## src/rtl/decode_pkg.sv

```systemverilog
// Shared opcodes, ALU class, FSM states and control bundle for decode_stage_hz.
package decode_pkg;

  localparam int unsigned OPC_W   = 6;
  localparam int unsigned REG_IDX_W = 5;

  localparam logic [OPC_W-1:0] OP_RTYPE = 6'h00;
  localparam logic [OPC_W-1:0] OP_LW    = 6'h23;
  localparam logic [OPC_W-1:0] OP_SW    = 6'h2B;
  localparam logic [OPC_W-1:0] OP_BEQ   = 6'h04;
  localparam logic [OPC_W-1:0] OP_ADDI  = 6'h08;

  typedef enum logic [1:0] {
    ALU_ADD   = 2'd0,
    ALU_SUB   = 2'd1,
    ALU_FUNCT = 2'd2
  } alu_op_e;

  typedef enum logic {
    ST_RUN  = 1'b0,
    ST_HOLD = 1'b1
  } state_e;

  typedef struct packed {
    logic    wb_en;
    logic    mem_r_en;
    logic    mem_w_en;
    logic    mem_to_reg;
    logic    is_branch;
    logic    is_immediate;
    alu_op_e alu_op;
  } ctrl_t;

endpackage

```

## src/rtl/regfile_np.sv

```systemverilog
// Two-read one-write register file, r0 reads zero, indices >= NUM_REGS unimplemented.
// Optional same-cycle write forwarding under DECODE_WB_BYPASS_EN.
module regfile_np
  import decode_pkg::*;
#(
  parameter int unsigned DATA_W   = 32,
  parameter int unsigned NUM_REGS = 32
) (
  input  logic                 clk,
  input  logic                 reset,
  input  logic                 wb_en,
  input  logic [REG_IDX_W-1:0] wb_reg,
  input  logic [DATA_W-1:0]    wb_data,
  input  logic [REG_IDX_W-1:0] ra,
  input  logic [REG_IDX_W-1:0] rb,
  output logic [DATA_W-1:0]    rdata_a,
  output logic [DATA_W-1:0]    rdata_b
);

  localparam int unsigned RF_DEPTH = 32;

  logic [DATA_W-1:0] regs [RF_DEPTH];

  function automatic logic in_range(input logic [REG_IDX_W-1:0] idx);
    return (idx != '0) && (32'(idx) < NUM_REGS);
  endfunction

  // Write port; r0 and out-of-range indices are never stored
  always_ff @(posedge clk) begin
    if (reset) begin
      for (int i = 0; i < int'(RF_DEPTH); i++) regs[i] <= '0;
    end else if (wb_en && in_range(wb_reg)) begin
      regs[wb_reg] <= wb_data;
    end
  end

  // Read ports with optional writeback forwarding
  always_comb begin
    rdata_a = in_range(ra) ? regs[ra] : '0;
    rdata_b = in_range(rb) ? regs[rb] : '0;
`ifdef DECODE_WB_BYPASS_EN
    if (wb_en && in_range(ra) && (wb_reg == ra)) rdata_a = wb_data;
    if (wb_en && in_range(rb) && (wb_reg == rb)) rdata_b = wb_data;
`endif
  end

endmodule

```

## src/rtl/decode_stage_hz.sv

```systemverilog
// Decode stage: register file, MIPS decoder, ID/EX register, load-use
// interlock, cache-miss hold FSM and saturating bubble counter.
// Optional macro: DECODE_WB_BYPASS_EN (writeback forwarding into reads).
module decode_stage_hz
  import decode_pkg::*;
#(
  parameter int unsigned DATA_W   = 32,
  parameter int unsigned NUM_REGS = 32,
  parameter int unsigned SIGN_EXT = 1,
  parameter int unsigned CNT_W    = 16
) (
  input  logic                 clk,
  input  logic                 reset,
  input  logic                 flush,
  input  logic                 instr_valid,
  input  logic [31:0]          instruction,
  input  logic [DATA_W-1:0]    pc_next,
  input  logic                 block_pipe_instr_cache,
  input  logic                 block_pipe_data_cache,
  input  logic                 wb_en,
  input  logic [REG_IDX_W-1:0] wb_reg,
  input  logic [DATA_W-1:0]    wb_data,
  output logic                 stall_fetch,
  output logic                 ex_valid,
  output logic [DATA_W-1:0]    rega_data,
  output logic [DATA_W-1:0]    regb_data,
  output logic [DATA_W-1:0]    imm_ext,
  output logic [DATA_W-1:0]    pc_next_q,
  output logic [REG_IDX_W-1:0] rega,
  output logic [REG_IDX_W-1:0] regb,
  output logic [REG_IDX_W-1:0] regd,
  output logic                 wb_en_q,
  output logic                 mem_r_en,
  output logic                 mem_w_en,
  output logic                 mem_to_reg,
  output logic                 is_branch,
  output logic                 is_immediate,
  output logic [1:0]           alu_op,
  output logic [5:0]           funct,
  output logic [CNT_W-1:0]     bubble_count
);

  typedef struct packed {
    logic                 valid;
    logic [DATA_W-1:0]    a;
    logic [DATA_W-1:0]    b;
    logic [DATA_W-1:0]    imm;
    logic [DATA_W-1:0]    pc;
    logic [REG_IDX_W-1:0] ra;
    logic [REG_IDX_W-1:0] rb;
    logic [REG_IDX_W-1:0] rd;
    ctrl_t                ctrl;
    logic [5:0]           funct;
  } idex_t;

  logic [OPC_W-1:0]     opcode;
  logic [REG_IDX_W-1:0] rs, rt, rd;
  logic [15:0]          imm;
  ctrl_t                ctrl_c;
  logic [REG_IDX_W-1:0] regd_c;
  logic                 rt_used_c;
  logic [DATA_W-1:0]    rdata_a, rdata_b;
  idex_t                idex_d, idex_q;
  state_e               state_q, state_d;
  logic                 block_c, hold_c, hazard_c, bubble_c;

  assign opcode = instruction[31:26];
  assign rs     = instruction[25:21];
  assign rt     = instruction[20:16];
  assign rd     = instruction[15:11];
  assign imm    = instruction[15:0];

  regfile_np #(.DATA_W(DATA_W), .NUM_REGS(NUM_REGS)) u_rf (
    .clk     (clk),
    .reset   (reset),
    .wb_en   (wb_en),
    .wb_reg  (wb_reg),
    .wb_data (wb_data),
    .ra      (rs),
    .rb      (rt),
    .rdata_a (rdata_a),
    .rdata_b (rdata_b)
  );

  // Instruction decode into control bundle, destination and rt usage
  always_comb begin
    ctrl_c    = '0;
    regd_c    = '0;
    rt_used_c = 1'b0;
    case (opcode)
      OP_RTYPE: begin
        ctrl_c.wb_en  = 1'b1;
        ctrl_c.alu_op = ALU_FUNCT;
        regd_c        = rd;
        rt_used_c     = 1'b1;
      end
      OP_LW: begin
        ctrl_c.wb_en        = 1'b1;
        ctrl_c.mem_r_en     = 1'b1;
        ctrl_c.mem_to_reg   = 1'b1;
        ctrl_c.is_immediate = 1'b1;
        regd_c              = rt;
      end
      OP_SW: begin
        ctrl_c.mem_w_en     = 1'b1;
        ctrl_c.is_immediate = 1'b1;
        rt_used_c           = 1'b1;
      end
      OP_BEQ: begin
        ctrl_c.is_branch = 1'b1;
        ctrl_c.alu_op    = ALU_SUB;
        rt_used_c        = 1'b1;
      end
      OP_ADDI: begin
        ctrl_c.wb_en        = 1'b1;
        ctrl_c.is_immediate = 1'b1;
        regd_c              = rt;
      end
      default: ;
    endcase
  end

  // Next ID/EX contents for an advancing real instruction
  always_comb begin
    idex_d       = '0;
    idex_d.valid = 1'b1;
    idex_d.a     = rdata_a;
    idex_d.b     = rdata_b;
    idex_d.imm   = (SIGN_EXT != 0) ? DATA_W'($signed(imm)) : DATA_W'(imm);
    idex_d.pc    = pc_next;
    idex_d.ra    = rs;
    idex_d.rb    = rt;
    idex_d.rd    = regd_c;
    idex_d.ctrl  = ctrl_c;
    idex_d.funct = instruction[5:0];
  end

  // RUN/HOLD next state; block inputs act in the cycle they rise
  always_comb begin
    state_d = state_q;
    hold_c  = 1'b0;
    unique case (state_q)
      ST_RUN: begin
        if (block_c) begin
          state_d = ST_HOLD;
          hold_c  = 1'b1;
        end
      end
      ST_HOLD: begin
        if (block_c) hold_c  = 1'b1;
        else         state_d = ST_RUN;
      end
      default: state_d = ST_RUN;
    endcase
  end

  assign block_c  = block_pipe_instr_cache | block_pipe_data_cache;
  assign hazard_c = ex_valid & mem_r_en & (regd != '0) &
                    ((regd == rs) | (rt_used_c & (regd == rt)));
  assign bubble_c = hazard_c & instr_valid & ~hold_c & ~flush;
  assign stall_fetch = hold_c | bubble_c;

  // FSM state register
  always_ff @(posedge clk) begin
    if (reset) state_q <= ST_RUN;
    else       state_q <= state_d;
  end

  // ID/EX register: reset > flush > hold > bubble/invalid > advance
  always_ff @(posedge clk) begin
    if (reset || flush) begin
      idex_q <= '0;
    end else if (!hold_c) begin
      if (bubble_c || !instr_valid) idex_q <= '0;
      else                          idex_q <= idex_d;
    end
  end

  // Saturating count of load-use bubbles
  always_ff @(posedge clk) begin
    if (reset) begin
      bubble_count <= '0;
    end else if (bubble_c && (bubble_count != {CNT_W{1'b1}})) begin
      bubble_count <= bubble_count + CNT_W'(1);
    end
  end

  assign ex_valid     = idex_q.valid;
  assign rega_data    = idex_q.a;
  assign regb_data    = idex_q.b;
  assign imm_ext      = idex_q.imm;
  assign pc_next_q    = idex_q.pc;
  assign rega         = idex_q.ra;
  assign regb         = idex_q.rb;
  assign regd         = idex_q.rd;
  assign wb_en_q      = idex_q.ctrl.wb_en;
  assign mem_r_en     = idex_q.ctrl.mem_r_en;
  assign mem_w_en     = idex_q.ctrl.mem_w_en;
  assign mem_to_reg   = idex_q.ctrl.mem_to_reg;
  assign is_branch    = idex_q.ctrl.is_branch;
  assign is_immediate = idex_q.ctrl.is_immediate;
  assign alu_op       = idex_q.ctrl.alu_op;
  assign funct        = idex_q.funct;

endmodule

```

## config.mk

```make
export PLATFORM = sky130hd
export DESIGN_NAME = decode_stage_hz
export DESIGN_NICKNAME = d
export VERILOG_FILES = /design/src/rtl/decode_pkg.sv /design/src/rtl/regfile_np.sv /design/src/rtl/decode_stage_hz.sv
export SDC_FILE = /design/constraint.sdc
export NUM_CORES = 2
export LEC_CHECK = 0
export BUFFER_PORTS_ARGS = -buffer_cell sky130_fd_sc_hd__buf_4
export CAP_MARGIN = 20
export CORE_MARGIN = 3
export CORE_UTILIZATION = 50
export CTS_CLUSTER_DIAMETER = 120
export DETAILED_ROUTE_END_ITERATION = 6
export PLACE_DENSITY = 0.67
export REMOVE_ABC_BUFFERS = 1
export SYNTH_ARGS = -nofsm -noshare
export SYNTH_HDL_FRONTEND = slang
export SYNTH_SLANG_ARGS = --single-unit
```

## constraint.sdc

```tcl
create_clock -name clk -period 5.8 [get_ports clk]
set_input_delay 1.16 -clock clk [delete_from_list [all_inputs] [get_ports clk]]
set_output_delay 1.16 -clock clk [all_outputs]
set_load 0.1 [all_outputs]
```

== Yosys cells after proc, flatten, opt, wreduce, memory -nomap -nowiden ==
Memories as Yosys holds them, arrays and structs flattened.
Index checks and enable logic that the tools add are counted.

* Register bits: 174
* Bits in latches: 0
* Memory bits (writable): 1024
* Bits in read-only memories: 0
* Bits of input ports: 108
* Logic and storage cells: 73
* Memories kept: 1

* Add/sub/neg operators: 1
* Multipliers: 0
* Divide/modulo/power cells: 0
* $lt $le $gt $ge: 0
* Equality and inequality tests: 7
* Shifts and indexed selects: 0
* Multiplexer cells: 20
* Bitwise operators: 12
* Reductions and logical operators: 15

{| class="wikitable"
|+ Memories
! memory !! depth !! bits a word !! read ports !! clocked after memory_dff !! wr ports !! RTL line !! source
|-
| u_rf.regs || 32 || 32 || 2 || 0 || 32 || regfile_np.sv:22 || <nowiki>logic [DATA_W-1:0] regs [RF_DEPTH];</nowiki>
|}

{| class="wikitable"
|+ Operator list
! cell !! count
|-
| 158-bit two-way mux || 1
|-
| 32-bit two-way mux || 3
|-
| 32-bit OR reduction || 1
|-
| 5-bit nonzero test || 4
|-
| 16-bit by 1-bit adder with 16-bit output, second input constant || 1
|-
| 16-bit inequality test, second input constant || 1
|-
| 1-bit two-way mux || 13
|-
| 6-bit == test, second input constant || 2
|-
| 5-bit == test || 2
|-
| 5-bit case mux with 2 select lines || 1
|-
| 3-bit OR reduction || 3
|-
| 1-bit bitwise AND || 7
|-
| 6-bit by 3-bit == test with 1-bit output, second input constant || 1
|-
| 6-bit by 4-bit == test with 1-bit output, second input constant || 1
|-
| 6-bit logical NOT || 1
|-
| 5-bit two-way mux || 1
|-
| 2-bit case mux with 2 select lines || 1
|-
| 1-bit bitwise OR || 3
|-
| 1-bit logical AND || 2
|-
| 1-bit logical OR || 2
|-
| 1-bit NOT || 2
|-
| 2-bit OR reduction || 1
|-
| 1-bit logical NOT || 1
|}

== Depth between registers and ports, before layout ==
* Depth in word-level cells: 11
* Gate-level depth with buffers: 10
* Gate-level depth less buffers: 7

== Hierarchy ==
From an unflattened synthesis, not the netlist that was laid out.

* Cell total of the unflattened synthesis: 3976
* Area, all modules: 59883.7 um^2

{| class="wikitable"
|+ By module, submodules not included
! module !! times used !! cells an instance !! area an instance (um^2) !! seq. area each (um^2)
|-
| regfile_np || 1 || 3502 || 54253.3 || 30749.5
|-
| decode_stage_hz || 1 || 474 || 5630.4 || 3022.9
|}

== Least setup slack after synthesis ==
Ideal clock, no wire load.

* Path kind: input port to output port
* From: in instruction[19]
* To: out stall_fetch
* Arrival: 2.960 ns
* Data required time: 4.640 ns
* Slack: 1.680 ns
* Cell stages on the path: 6
* Path through: clkbuf_1 -> xnor2_1 -> nand4_1 -> nor4b_2 -> nor2_1 -> nand2_1

* Word-level cells in the longest chain between the ends: 8

{| class="wikitable"
|+ RTL lines
! what !! RTL line !! source
|-
| start: declaration || decode_stage_hz.sv:16 || <nowiki>input logic [31:0] instruction,</nowiki>
|-
| 5-bit == test || decode_stage_hz.sv:159 || <nowiki>((regd == rs) | (rt_used_c & (regd == rt)));</nowiki>
|-
| 1-bit bitwise AND || decode_stage_hz.sv:159 ||
|-
| 1-bit bitwise OR || decode_stage_hz.sv:159 ||
|-
| 1-bit bitwise AND || decode_stage_hz.sv:158 || <nowiki>assign hazard_c = ex_valid & mem_r_en & (regd != '0) &</nowiki>
|-
| 1-bit bitwise AND (3 in series) || decode_stage_hz.sv:160 || <nowiki>assign bubble_c = hazard_c & instr_valid & ~hold_c & ~flush;</nowiki>
|-
| 1-bit bitwise OR || decode_stage_hz.sv:161 || <nowiki>assign stall_fetch = hold_c | bubble_c;</nowiki>
|-
| end: declaration || decode_stage_hz.sv:23 || <nowiki>output logic stall_fetch,</nowiki>
|}

No other way between the ends.

== Final worst setup path ==
* From: in instruction[16]
* To: out stall_fetch

Same word-level chain as after synthesis.

==> summary.txt <==
status = finished, final reports clean
Worst Setup SP = instruction[16]
unrepaired setup endpoints after global routing = no
XOR/XNOR share of the synthesized area = 0.002051
CP max stage cell = nor4b_2
clk_lat worst skew = 760 ps
pwr/cell area = 299.5 nW/um^2
Storage cell area = 33770 sq um
Synth Flop Type = edfxtp_1
core box area = 118400 sq um
Final Max Tran Viols = 0
# nets final = 4888
H-tree depth = 4
Data arrival, critical path = 3100 ps
initial antenna violation count = 15
post-synthesis sequential area ratio = 0.5649
post-CTS setup buffer count = 0
Setup crit end = stall_fetch
HP Class = flip-flop to flip-flop
Die ar. = 123800 sq um
GRT Residual Overflow = 0
Mapped Cells = 4654
Final min period = 4263 ps
maximum vdd drop = 290.9 uV
post-synthesis compound-gate area fraction = 0.08924
Die Height = 351.8 um
number of flops mapped to enable cells by yosys = 1024
M3 GR Usage = 0.1029
Area after DPL = 63620 sq um
largest family of logic cells by synthesized area = multiplexers
largest net degree at the start of global routing = 135
leak pwr = 25.34 nW
vias in the first global route = 41.45k
post-layout util = 0.5746
mux cell area share after synthesis = 0.1674
Crit Path Max Fanout = 29
layout filler cell count = 9430
cts hold-fix bufs = 0
simple-gate portion of the synthesized area = 0.1414
Adder-Cell Fraction of Synth Area = 0.0002093
final count of hold timing violations = 0
Seq cells post-synth = 1175
CTS tree = done
Site Rows = 126
Async SR Flop Fraction = 0
Boundary Pins = 283
CTS Buf Count = 132
routed wire length = 215900 um
Synth Area per Inst = 12.85 sq um
die width = 351.8 um
post_cts resized = 0
Ys Warns = 0
GPL Wtd Cong = 0.8775
R2R Setup Slk = 2710 ps
critical path endpoint category = primary output
Cell Chain, Critical Path = buf_4 -> xor2_1 -> nor2_1 -> nor4b_2 -> nor2_1 -> nand2_1 -> buf_4
Synth Cell Area = 59780 sq um
GRT Util Overall = 0.3440
first-pass GRT wire length = 301200 um
Max Clock Freq = 234.6 MHz
capture point of the worst reg-to-reg path = rega_data[31]$_SDFFE_PP0N_
I/O Buffers = 282
Crit Reg-Reg Startpoint = regd[1]$_SDFFE_PP0N_
met1 GRT Util = 0.4588
maxcap violations = 0
detailed placement HPWL = 128200 um
Final ANT Viol Nets = 0
Worst Skew = 32.70 ps
worst reg2reg path depth = 7
crit path kind = primary input to primary output
Worst EP required = 4640 ps
GR Util met2 = 0.5164
Max-slew headroom = 0.1144
CP max stage delay = 620 ps
gr busiest metal = met2
drt drc = 0
post-route clock period utilization = 0.7350
Yosys cell types = 66
slew at the pin closest to its max-slew limit = 1328 ps
DR vias/cell = 6.633
CTS Sinks = 1175
routed length per instance = 33.24 um
fin area = 68030 sq um
first-pass iteration count of the detailed router = 6
via count = 43.08k
layout cells sized above 1 = 0.1887
Initial Util = 0.5049
Setup-failing EPs final = 0
Clock Path Buffers = 3
area occupied by multi-input gates = 24390 sq um
root buf cell = clkbuf_16
DRT iter0 DRCs = 6091
clock slew at reported path FFs = 50 ps
Layout area overhead = 13.79%
Critical Path Start Type = primary input
[sequential cells by signal, summed over array words and instances (netlist names)]
| register | cells |
|---|---|
| ex_valid | 1 |
| mem_w_en | 1 |
| pc_next_q | 32 |
| u_rf.regs | 1024 |
| is_immediate | 1 |
| rega | 5 |
| regd | 5 |
| alu_op | 2 |
| rega_data | 32 |
| bubble_count | 16 |
| regb | 5 |
| is_branch | 1 |
| imm_ext | 16 |
| regb_data | 32 |
| wb_en_q | 1 |
| mem_r_en | 1 |
[layout make-up]
class                      instances  area share
tap                             1600     0.02943
sequential                      1175      0.4965
inverter                           8   0.0004414
multi-input combinational       3026      0.3585
timing repair buffer             436     0.05156
clock inverter                    54    0.008277
antenna                           12   0.0004414
clock buffer                     183     0.05490
[cells by family (layout without fill, tap and decap cells)]
group | count (synthesis) | after routing
simple gates | 1452 | 1452
flops | 1175 | 1175
mux | 785 | 785
compound gates | 742 | 742
buf+inv | 484 | 681
xor+xnor | 14 | 14
fa+ha+maj | 1 | 1
other cells | 1 | 44
[layout by cell type, fill, tap and decap left out, types with 16 or more instances in the layout]
master     Yosys  routed
clkinv_2       0      17
nand3_1       50      50
clkbuf_1     319      32
nor2_1       106      68
nand2_1      131     131
nor2_4         0      27
clkinv_1       2      18
a22o_1       132     132
nand4_1       19      19
o21ai_0      141     141
nor3_1        37      31
and2_1       998     998
a221oi_1      72      72
a22oi_1      136     136
conb_1         1      32
or2_2         33      33
buf_4         32     413
clkbuf_16      0     137
mux4_2       169     169
o22ai_1       58      58
edfxtp_1    1024    1024
mux2_2        28      28
mux2i_1      588     588
a21oi_1       76      76
buf_12         0      16
dfxtp_1      151     151
a32o_1        20      20
[layer usage]
metal | vias to the layer above | part of all wire
li1 | 17730 | -
met1 | 21550 | 0.38
met3 | 596 | 0.13
met2 | 3200 | 0.44
met4 | 2 | 0.050
met5 | - | 0.000051
[power breakdown]
group | switching, mW | total, mW | internal [mW]
clock network | 3.50 | 8.42 | 4.92
registers | 0.232 | 9.84 | 9.61
logic | 1.39 | 2.12 | 0.724
total | 5.13 | 20.4 | 15.2
[Yosys cell counts, drive strengths merged, types with 72 or more instances]
library cell  number  area [sq um]
buf              157         849.6
clkbuf           319          1197
mux2i            588          5886
dfxtp            151          3023
nor2             107         404.1
o21ai            152         760.7
a22oi            136          1021
edfxtp          1024         30750
a22o             132          1156
mux4             169          3806
a221oi            72         630.6
and2             999          6250
nand2            131         491.7
a21oi             76         380.4
[how the worst min path moves through the flow]
stage | from | end | slack, ps | cells past startpoint
6_report | wb_en_q$_SDFFE_PP0N_ | wb_en_q$_SDFFE_PP0N_ | 450 | 2
5_1_grt | wb_en_q$_SDFFE_PP0N_ | wb_en_q$_SDFFE_PP0N_ | 470 | 2
4_1_cts | wb_en_q$_SDFFE_PP0N_ | wb_en_q$_SDFFE_PP0N_ | 440 | 2
3_5_place_dp | wb_en_q$_SDFFE_PP0N_ | wb_en_q$_SDFFE_PP0N_ | 440 | 2
3_3_place_gp | wb_en_q$_SDFFE_PP0N_ | wb_en_q$_SDFFE_PP0N_ | 430 | 2
2_1_floorplan | u_rf.regs[11][14]$_SDFFCE_PN0P_ | regb_data[14]$_SDFFE_PP0N_ | 630 | 3
[worst max-delay path, delay by kind of cell]
kind          cells  cell delay (ps)
simple gates      4              970
buf+inv           2              770
xor+xnor          1              130
[metrics by stage]
| step | total power [mW] | TNS, ps | hold slack [ps] | instances | setup WS, ps |
|---|---|---|---|---|---|
| CTS | 20.35 | 0 | 443.8 | 6476 | 1537 |
| global route | 20.85 | 0 | 470.5 | 6483 | 1451 |
| detailed placement | 12.06 | 0 | 436.1 | 6239 | 1550 |
| global placement | 12.02 | 0 | 429.2 | 6238 | 1521 |
| floorplan | 10.97 | -492670 | 633.4 | 4209 | -6592 |
| finish | 20.37 | 0 | 448.8 | 6494 | 1537 |
Power figures use the tool's default switching activity.
